===== config.mk =====
export PLATFORM = sky130hd
export DESIGN_NAME = rf_bank
export DESIGN_NICKNAME = d
export VERILOG_FILES = /design/src/rtl/rf_bank.sv
export SDC_FILE = /design/constraint.sdc
export NUM_CORES = 1
export LEC_CHECK = 0
export CAP_MARGIN = 0
export CORE_MARGIN = 2
export CORE_UTILIZATION = 55
export DETAILED_ROUTE_END_ITERATION = 16
export PLACE_DENSITY = 0.77
export SYNTH_ARGS = -nofsm -noshare
export SYNTH_HDL_FRONTEND = slang
export SYNTH_SLANG_ARGS = --single-unit

===== constraint.sdc =====
create_clock -name clk -period 2.31 [get_ports clk]
set_input_delay 0.231 -clock clk [delete_from_list [all_inputs] [get_ports clk]]
set_output_delay 0.231 -clock clk [all_outputs]
set_load 0.01 [all_outputs]

===== src/rtl/rf_bank.sv =====
// Multi-port register file with write-through bypass, a pending-write scoreboard
// and a one-register-per-cycle clear sweep. Register 0 always reads as zero.
module rf_bank #(
    parameter int DATA_W  = 16,
    parameter int ADDR_W  = 4,
    parameter int NUM_RD  = 2,
    parameter int SP_ADDR = 14,
    parameter int SP_RST  = 0
) (
    input  logic                     clk,
    input  logic                     rst_n,
    input  logic [NUM_RD*ADDR_W-1:0] rd_addr,
    output logic [NUM_RD*DATA_W-1:0] rd_data,
    output logic [NUM_RD-1:0]        hazard,
    input  logic                     we,
    input  logic [ADDR_W-1:0]        w_addr,
    input  logic [DATA_W-1:0]        wdata,
    input  logic                     iss_vld,
    input  logic [ADDR_W-1:0]        iss_addr,
    input  logic                     clr_req,
    output logic                     busy,
    output logic                     clr_done
);

    localparam int DEPTH = 1 << ADDR_W;
    localparam logic [ADDR_W-1:0] SP_IDX   = ADDR_W'(SP_ADDR);
    localparam logic [ADDR_W-1:0] LAST_IDX = ADDR_W'(DEPTH - 1);
    localparam logic [DATA_W-1:0] SP_VAL   = DATA_W'(SP_RST);

    typedef enum logic {IDLE, CLEAR} state_t;

    state_t              state;
    state_t              next_state;
    logic [ADDR_W-1:0]   cnt;
    logic [DATA_W-1:0]   mem [DEPTH];
    logic [DATA_W-1:0]   sp_reg;
    logic [DEPTH-1:0]    pending;
    logic [DEPTH-1:0]    pending_next;
    logic                wr_ok;

    assign wr_ok = we && (w_addr != '0) && (state == IDLE);

    always_ff @(posedge clk or negedge rst_n) begin
        if (!rst_n) begin
            state <= IDLE;
        end else begin
            state <= next_state;
        end
    end

    always_comb begin
        next_state = state;
        case (state)
            IDLE:    if (clr_req) next_state = CLEAR;
            CLEAR:   if (cnt == LAST_IDX) next_state = IDLE;
            default: next_state = IDLE;
        endcase
    end

    always_comb begin
        busy = (state == CLEAR);
    end

    // The sweep counter idles at 1 so the first CLEAR cycle already targets register 1.
    always_ff @(posedge clk or negedge rst_n) begin
        if (!rst_n) begin
            cnt      <= ADDR_W'(1);
            clr_done <= 1'b0;
        end else begin
            cnt      <= (state == CLEAR) ? cnt + 1'b1 : ADDR_W'(1);
            clr_done <= (state == CLEAR) && (cnt == LAST_IDX);
        end
    end

    // The stack pointer lives outside the RAM so the rest of the file needs no reset.
    always_ff @(posedge clk or negedge rst_n) begin
        if (!rst_n) begin
            sp_reg <= SP_VAL;
        end else if ((state == CLEAR) && (cnt == SP_IDX)) begin
            sp_reg <= SP_VAL;
        end else if (wr_ok && (w_addr == SP_IDX)) begin
            sp_reg <= wdata;
        end
    end

    always_ff @(posedge clk) begin
        if (state == CLEAR) begin
            mem[cnt] <= '0;
        end else if (wr_ok) begin
            mem[w_addr] <= wdata;
        end
    end

    // A same-cycle issue wins over the write that retires the same register.
    always_comb begin
        pending_next = pending;
        if ((state == CLEAR) || clr_req) begin
            pending_next = '0;
        end else begin
            if (wr_ok) pending_next[w_addr] = 1'b0;
            if (iss_vld && (iss_addr != '0)) pending_next[iss_addr] = 1'b1;
        end
    end

    always_ff @(posedge clk or negedge rst_n) begin
        if (!rst_n) begin
            pending <= '0;
        end else begin
            pending <= pending_next;
        end
    end

    for (genvar g = 0; g < NUM_RD; g++) begin : g_port
        logic [ADDR_W-1:0] ra;
        logic [DATA_W-1:0] rv;
        logic [DATA_W-1:0] q;
        logic              wr_hit;

        assign ra     = rd_addr[g*ADDR_W +: ADDR_W];
        assign wr_hit = wr_ok && (w_addr == ra);

        always_comb begin
            if (ra == '0) begin
                rv = '0;
            end else if (wr_hit) begin
                rv = wdata;
            end else if (ra == SP_IDX) begin
                rv = sp_reg;
            end else begin
                rv = mem[ra];
            end
        end

        always_ff @(posedge clk or negedge rst_n) begin
            if (!rst_n) begin
                q <= '0;
            end else if (state == CLEAR) begin
                q <= '0;
            end else begin
                q <= rv;
            end
        end

        assign rd_data[g*DATA_W +: DATA_W] = (state == CLEAR) ? '0 : q;
        assign hazard[g] = (state == IDLE) && (ra != '0) && pending[ra] && !wr_hit;
    end

endmodule


-- Word-level counts from Yosys, hierarchy flattened
Memory sizes are Yosys's and may differ from the RTL's.
Index checks and enable logic that the tools add are counted.
- word-level logic and storage cells: 89
- input bits: 37
- bits in latches: 0
- ROM bits: 0
- RAM bits: 256
- memories: 1
- register bits: 70
- multipliers: 0
- order comparisons: 6
- eq/ne operators: 7
- shifts and indexed selects: 0
- multiplexer cells: 36
- bitwise gates (word level): 4
- $add $sub $neg: 1
- reductions and logical operators: 27
- div/mod/pow operators: 0
- memory list (name ; words ; width ; rd ports ; clocked after memory_dff ; write ports ; line ; RTL):
    mem ; 16 ; 16 ; 2 ; 0 ; 1 ; 35 ; logic [DATA_W-1:0] mem [DEPTH];
- operators with widths (kind ; number):
    16-bit two-way mux ; 17
    4-bit equality test (second input constant) ; 5
    4-bit by 5-bit < comparator with 1-bit output (second input constant) ; 4
    16-bit bitwise AND ; 1
    1-bit logical AND ; 16
    16-bit inverter ; 1
    16-bit OR ; 1
    4-bit nonzero test ; 4
    16-bit OR reduction ; 1
    1-bit two-way mux ; 12
    1-bit binary-select mux with 4-bit select ; 2
    1-bit demux with 4-bit select ; 2
    4-bit equality test ; 2
    4-bit by 1-bit greater-or-equal comparator with 1-bit output (second input constant) ; 2
    4-bit zero test ; 2
    4-bit two-way mux ; 2
    4-bit by 1-bit adder with 4-bit output (second input constant) ; 1
    1-bit zero test ; 2
    1-bit one-hot mux with 2 select lines ; 1
    2-bit nonzero test ; 1
    1-bit logical OR ; 1
    1-bit inverter ; 1

-- Logic depth before layout (Yosys ltp)
- word-level depth: 11
- gate-level depth with buffers: 9

-- Worst setup path after synthesis
Ideal clock, no wire load.
- path type: input port to flip-flop
- start: in w_addr[1]
- end: mem mem[15][0], enable pin
- arrival: 1.943 ns
- library setup time: 0.388 ns
- path buffers: 2
- path slack: -0.021 ns
- cell stages on the path: 6
- data required time: 1.922 ns
- path through: or2_1 > buf_2 > o311ai_4 > buf_4 > a31oi_1 > nor2_1
- longest elaborated chain between the ends: 8
- elaborated cells on any way between the ends: 9
- RTL lines (what ; line ; RTL):
    start: declaration ; 16 ; input logic [ADDR_W-1:0] w_addr,
    4-bit nonzero test ; 41 ; assign wr_ok = we && (w_addr != '0) && (state == IDLE);
    1-bit logical AND (2 in series) ; 41 ;
    1-bit two-way mux ; 89 ; end else if (wr_ok) begin
    1-bit two-way mux ; 87 ; if (state == CLEAR) begin
    1-bit two-way mux (implied by the code) ; 90 ; mem[w_addr] <= wdata;
    16-bit OR reduction (no line) ; -- ;
    4-bit two-way mux (no line) or 1-bit two-way mux (tied branches) ; -- ;
    end: declaration ; 35 ;
Several ways; a longest one is shown, not always the timed one.

-- Worst setup path in the final report
- start: reg pending[7]
- end: out hazard[0]
- longest elaborated chain between the ends: 4
- RTL lines (what ; line ; RTL):
    start: declaration ; 37 ; logic [DEPTH-1:0] pending;
    start signal: assignment ; 109 ; pending <= pending_next;
    1-bit binary-select mux with 4-bit select ; 145 ; assign hazard[g] = (state == IDLE) && (ra != '0) && pending[ra] && !wr_hit;
    1-bit two-way mux (implied by the code) ; 145 ;
    1-bit logical AND (2 in series) ; 145 ;
    end: declaration ; 14 ; output logic [NUM_RD-1:0] hazard,
Every way passes these cells. The select of a mux whose other input is x is not followed.

==> results.tsv <==
metric	value	unit
Finish-stage setup viols	2	
net switching power	0.00481	W
R2R depth	6	
post-CTS setup buffer count	0	
DP Worst Slack	-278	ps
Worst-Margin Slew	1180	ps
clk buf depth	3	
minimum clock period	2380	ps
H-tree levels	2	
Largest regs	mem (251), g_port.q (32)	
Ports	73	
most frequent cells in the layout	edfxtp_1 (251), mux4_2 (105), buf_4 (102)	
antenna-violating nets left	0	
Leak	6.59	nW
CTS tree	done	
DIE WIDTH	171	µm
total clock sinks	321	
RSZ-0062 raised after global routing	true	
share of cells above drive strength 1	27.7	%
met2 usage	44.8	%
wire length per cell	25.5	µm
final WL	40.2	mm
required time of the critical path	2080	ps
Hold/Removal Path Class	in -> async	
Design Power	0.0173	W
root buf cell	clkbuf_16	
via count	10280	
routability cong.	0.961	
Tot GR Track Use	28.4	%
register area share after synthesis	60.4	%
GR peak layer	met2	
sw frac	27.7	%
total gr overflow	0	
PD cells	936	nW/µm²
synth warn	0	
Die Ht	171	µm
peak supply drop	0.565	mV
Rows	61	
Synth Net Count	1056	
CP Cell Sequence	mux4_2 -> mux4_2 -> nor2b_4 -> buf_6	
post-DR vias/cell	6.51	
Slew Limit Fails	0	
maximum fanout along the worst path	3	
Synth async-reset ratio	21.8	%
post-synth cell types	60	
Worst Path Arrival	2150	ps
initial DRC count	1501	
drt drc	0	
status	finished, violations left	
WS Path Type	reg -> out	
Fin. Hold Viols	0	
Max Freq	421	MHz
internal power	0.0125	W
#FFs+latches synth	321	
number of port buffers	72	
crit-path most repeated cell	mux4_2	
final worst-path cycle share	103	%
core region area	27600	µm²
max_slew headroom	20.9	%
Seq pwr share	46.0	%
number of synthesized flops with an enable pin	251	
DRT Pass-1 Iters	6	
met1 Usage GRT	38.8	%
Synth Cell Area	15400	µm²
slowest CP cell	mux4_2	
Reg with most FFs	mem	
Logic pwr share	21.2	%
max_cap viols	0	
highest cell delay on the worst timing path	520	ps
met3 usage	7.96	%
utilization after layout	67.0	%
largest net degree at the start of global routing	53	
Num CTS Buffers	35	
Worst Skew	24.5	ps
antenna violations before repair	1	
commonest non-fill, non-tap cell in the layout	edfxtp_1	
max reg flops	251	
clk_lat worst skew	530	ps
nature of the critical path endpoint	primary output	
Mapped Cells	1017	
top_reg_cell synth	edfxtp_1	
Avg Cell Area, Syn	15.1	µm²
failing checks	negative setup slack	
final net count	1212	
Reg clk slew, reported paths	60	ps
Die Area	29300	µm²
worst setup slack after layout	-67.9	ps
area grow syn2layout	20.4	%
Layout fillers	1846	
vias in the first global route	10310	
Clock power frac	32.8	%
WHS	281	ps
Initial Utilization	55.7	%
type of origin of the critical path	flop	
Final HPWL DP	27.9	mm
first-pass GRT wire length	61.4	mm
==> final cells by class <==
cell class                      count  area, µm²  area share [%]
Tap cell                          378        473            2.55
Sequential cell                   321       9290            50.2
Multi-Input combinational cell    613       5650            30.5
Clock buffer                       52       1060            5.75
Timing Repair Buffer              194       1880            10.2
Antenna cell                        1       2.50          0.0135
Inverter                            8       30.0           0.162
Clock inverter                     11        129           0.696
==> per-stage QoR <==
stage	area (µm²)	instances	TNS, ps
final	18500	1578	-119
after detailed placement	17300	1513	-61690
after global placement	17300	1513	-55580
after CTS	18500	1577	-144
after floorplan	15400	1017	-3530
after global routing	18500	1577	-402
==> logic make-up (layout without fill, tap and decap cells) <==
family / after synthesis / in the layout / share of synthesized area [%]
other cells: 0 / 1 / 0
flops: 321 / 321 / 60.4
mux: 138 / 138 / 17.7
buf+inv: 83 / 265 / 3.00
compound gates: 197 / 197 / 9.55
simple gates: 266 / 266 / 8.58
fa+ha+maj: 2 / 2 / 0.163
xor+xnor: 10 / 10 / 0.570
==> routing by layer <==
layer  wire length [µm]  up-vias
li1                   -     4370
met1              15400     5172
met2              18800      638
met3               4820      100
met4               1230        0
met5                  0        -
==> timing repair <==
| item | in CTS | in global routing |
|---|---|---|
| setup endpoints to repair | 2 | 9 |
| endpoints found under the hold margin | 30 | 0 |
| pin swaps | 0 | 0 |
| hold buffers | 1 | 0 |
| resized for setup | 10 | 3 |
==> Yosys cell counts, types with 3 or more instances <==
master	n	area (µm²)
nor4_1	7	43.8
o21a_1	3	22.5
buf_1	4	15.0
nor2_1	70	263
mux2_2	23	259
o21ai_0	26	130
a221oi_2	7	105
o221ai_1	7	61.3
or2_2	4	25.0
mux4_2	105	2360
o41ai_1	11	96.3
clkbuf_1	22	82.6
xnor2_1	9	78.8
mux2i_1	10	100
nor2b_1	47	294
buf_4	9	67.6
inv_1	7	26.3
edfxtp_1	251	7540
a31oi_1	6	37.5
a22o_1	23	201
a21oi_1	34	170
nand2_1	58	218
nor3_1	18	90.1
and2_1	18	113
nand2b_1	21	131
o31ai_1	16	120
buf_2	28	140
buf_6	9	101
dfrtp_1	69	1730
a221o_1	9	90.1
o22ai_1	24	150
nand3_1	10	50.1
a211oi_1	16	120
==> critical path, delay by kind of cell, from the launching register on <==
kind / cells / cell delay [ps]
multiplexers: 2 / 990
flip-flops: 1 / 390
AND/OR/NAND/NOR: 1 / 140
buffers and inverters: 1 / 120
==> final timing paths <==
| kind | end | start | slack, ps |
|---|---|---|---|
| setup / recovery | hazard[0] | pending[7]$_DFF_PN0_ | -70 |
| hold / removal | g_port[1].q[14]$_DFF_PN0_ | rst_n | 280 |
| setup reg to reg | g_port[0].q[4]$_DFF_PN0_ | busy$_DFF_PN0_ | 80 |
| hold reg to reg | pending[0]$_DFF_PN0_ | pending[0]$_DFF_PN0_ | 510 |
| max in group asynchronous | cnt[0]$_DFF_PN1_ | rst_n | 1270 |
| min in group clk | g_port[0].q[6]$_DFF_PN0_ | wdata[6] | 350 |
==> power groups by stage <==
stage,registers (W),logic [W],clock network [W]
after global placement,0.00799,0.00352,0
after global routing,0.00807,0.00387,0.00595
after detailed placement,0.00805,0.00360,0
final,0.00797,0.00368,0.00569
after floorplan,0.00790,0.00207,0
after CTS,0.00796,0.00363,0.00575
(Power assumes the default switching activity.)
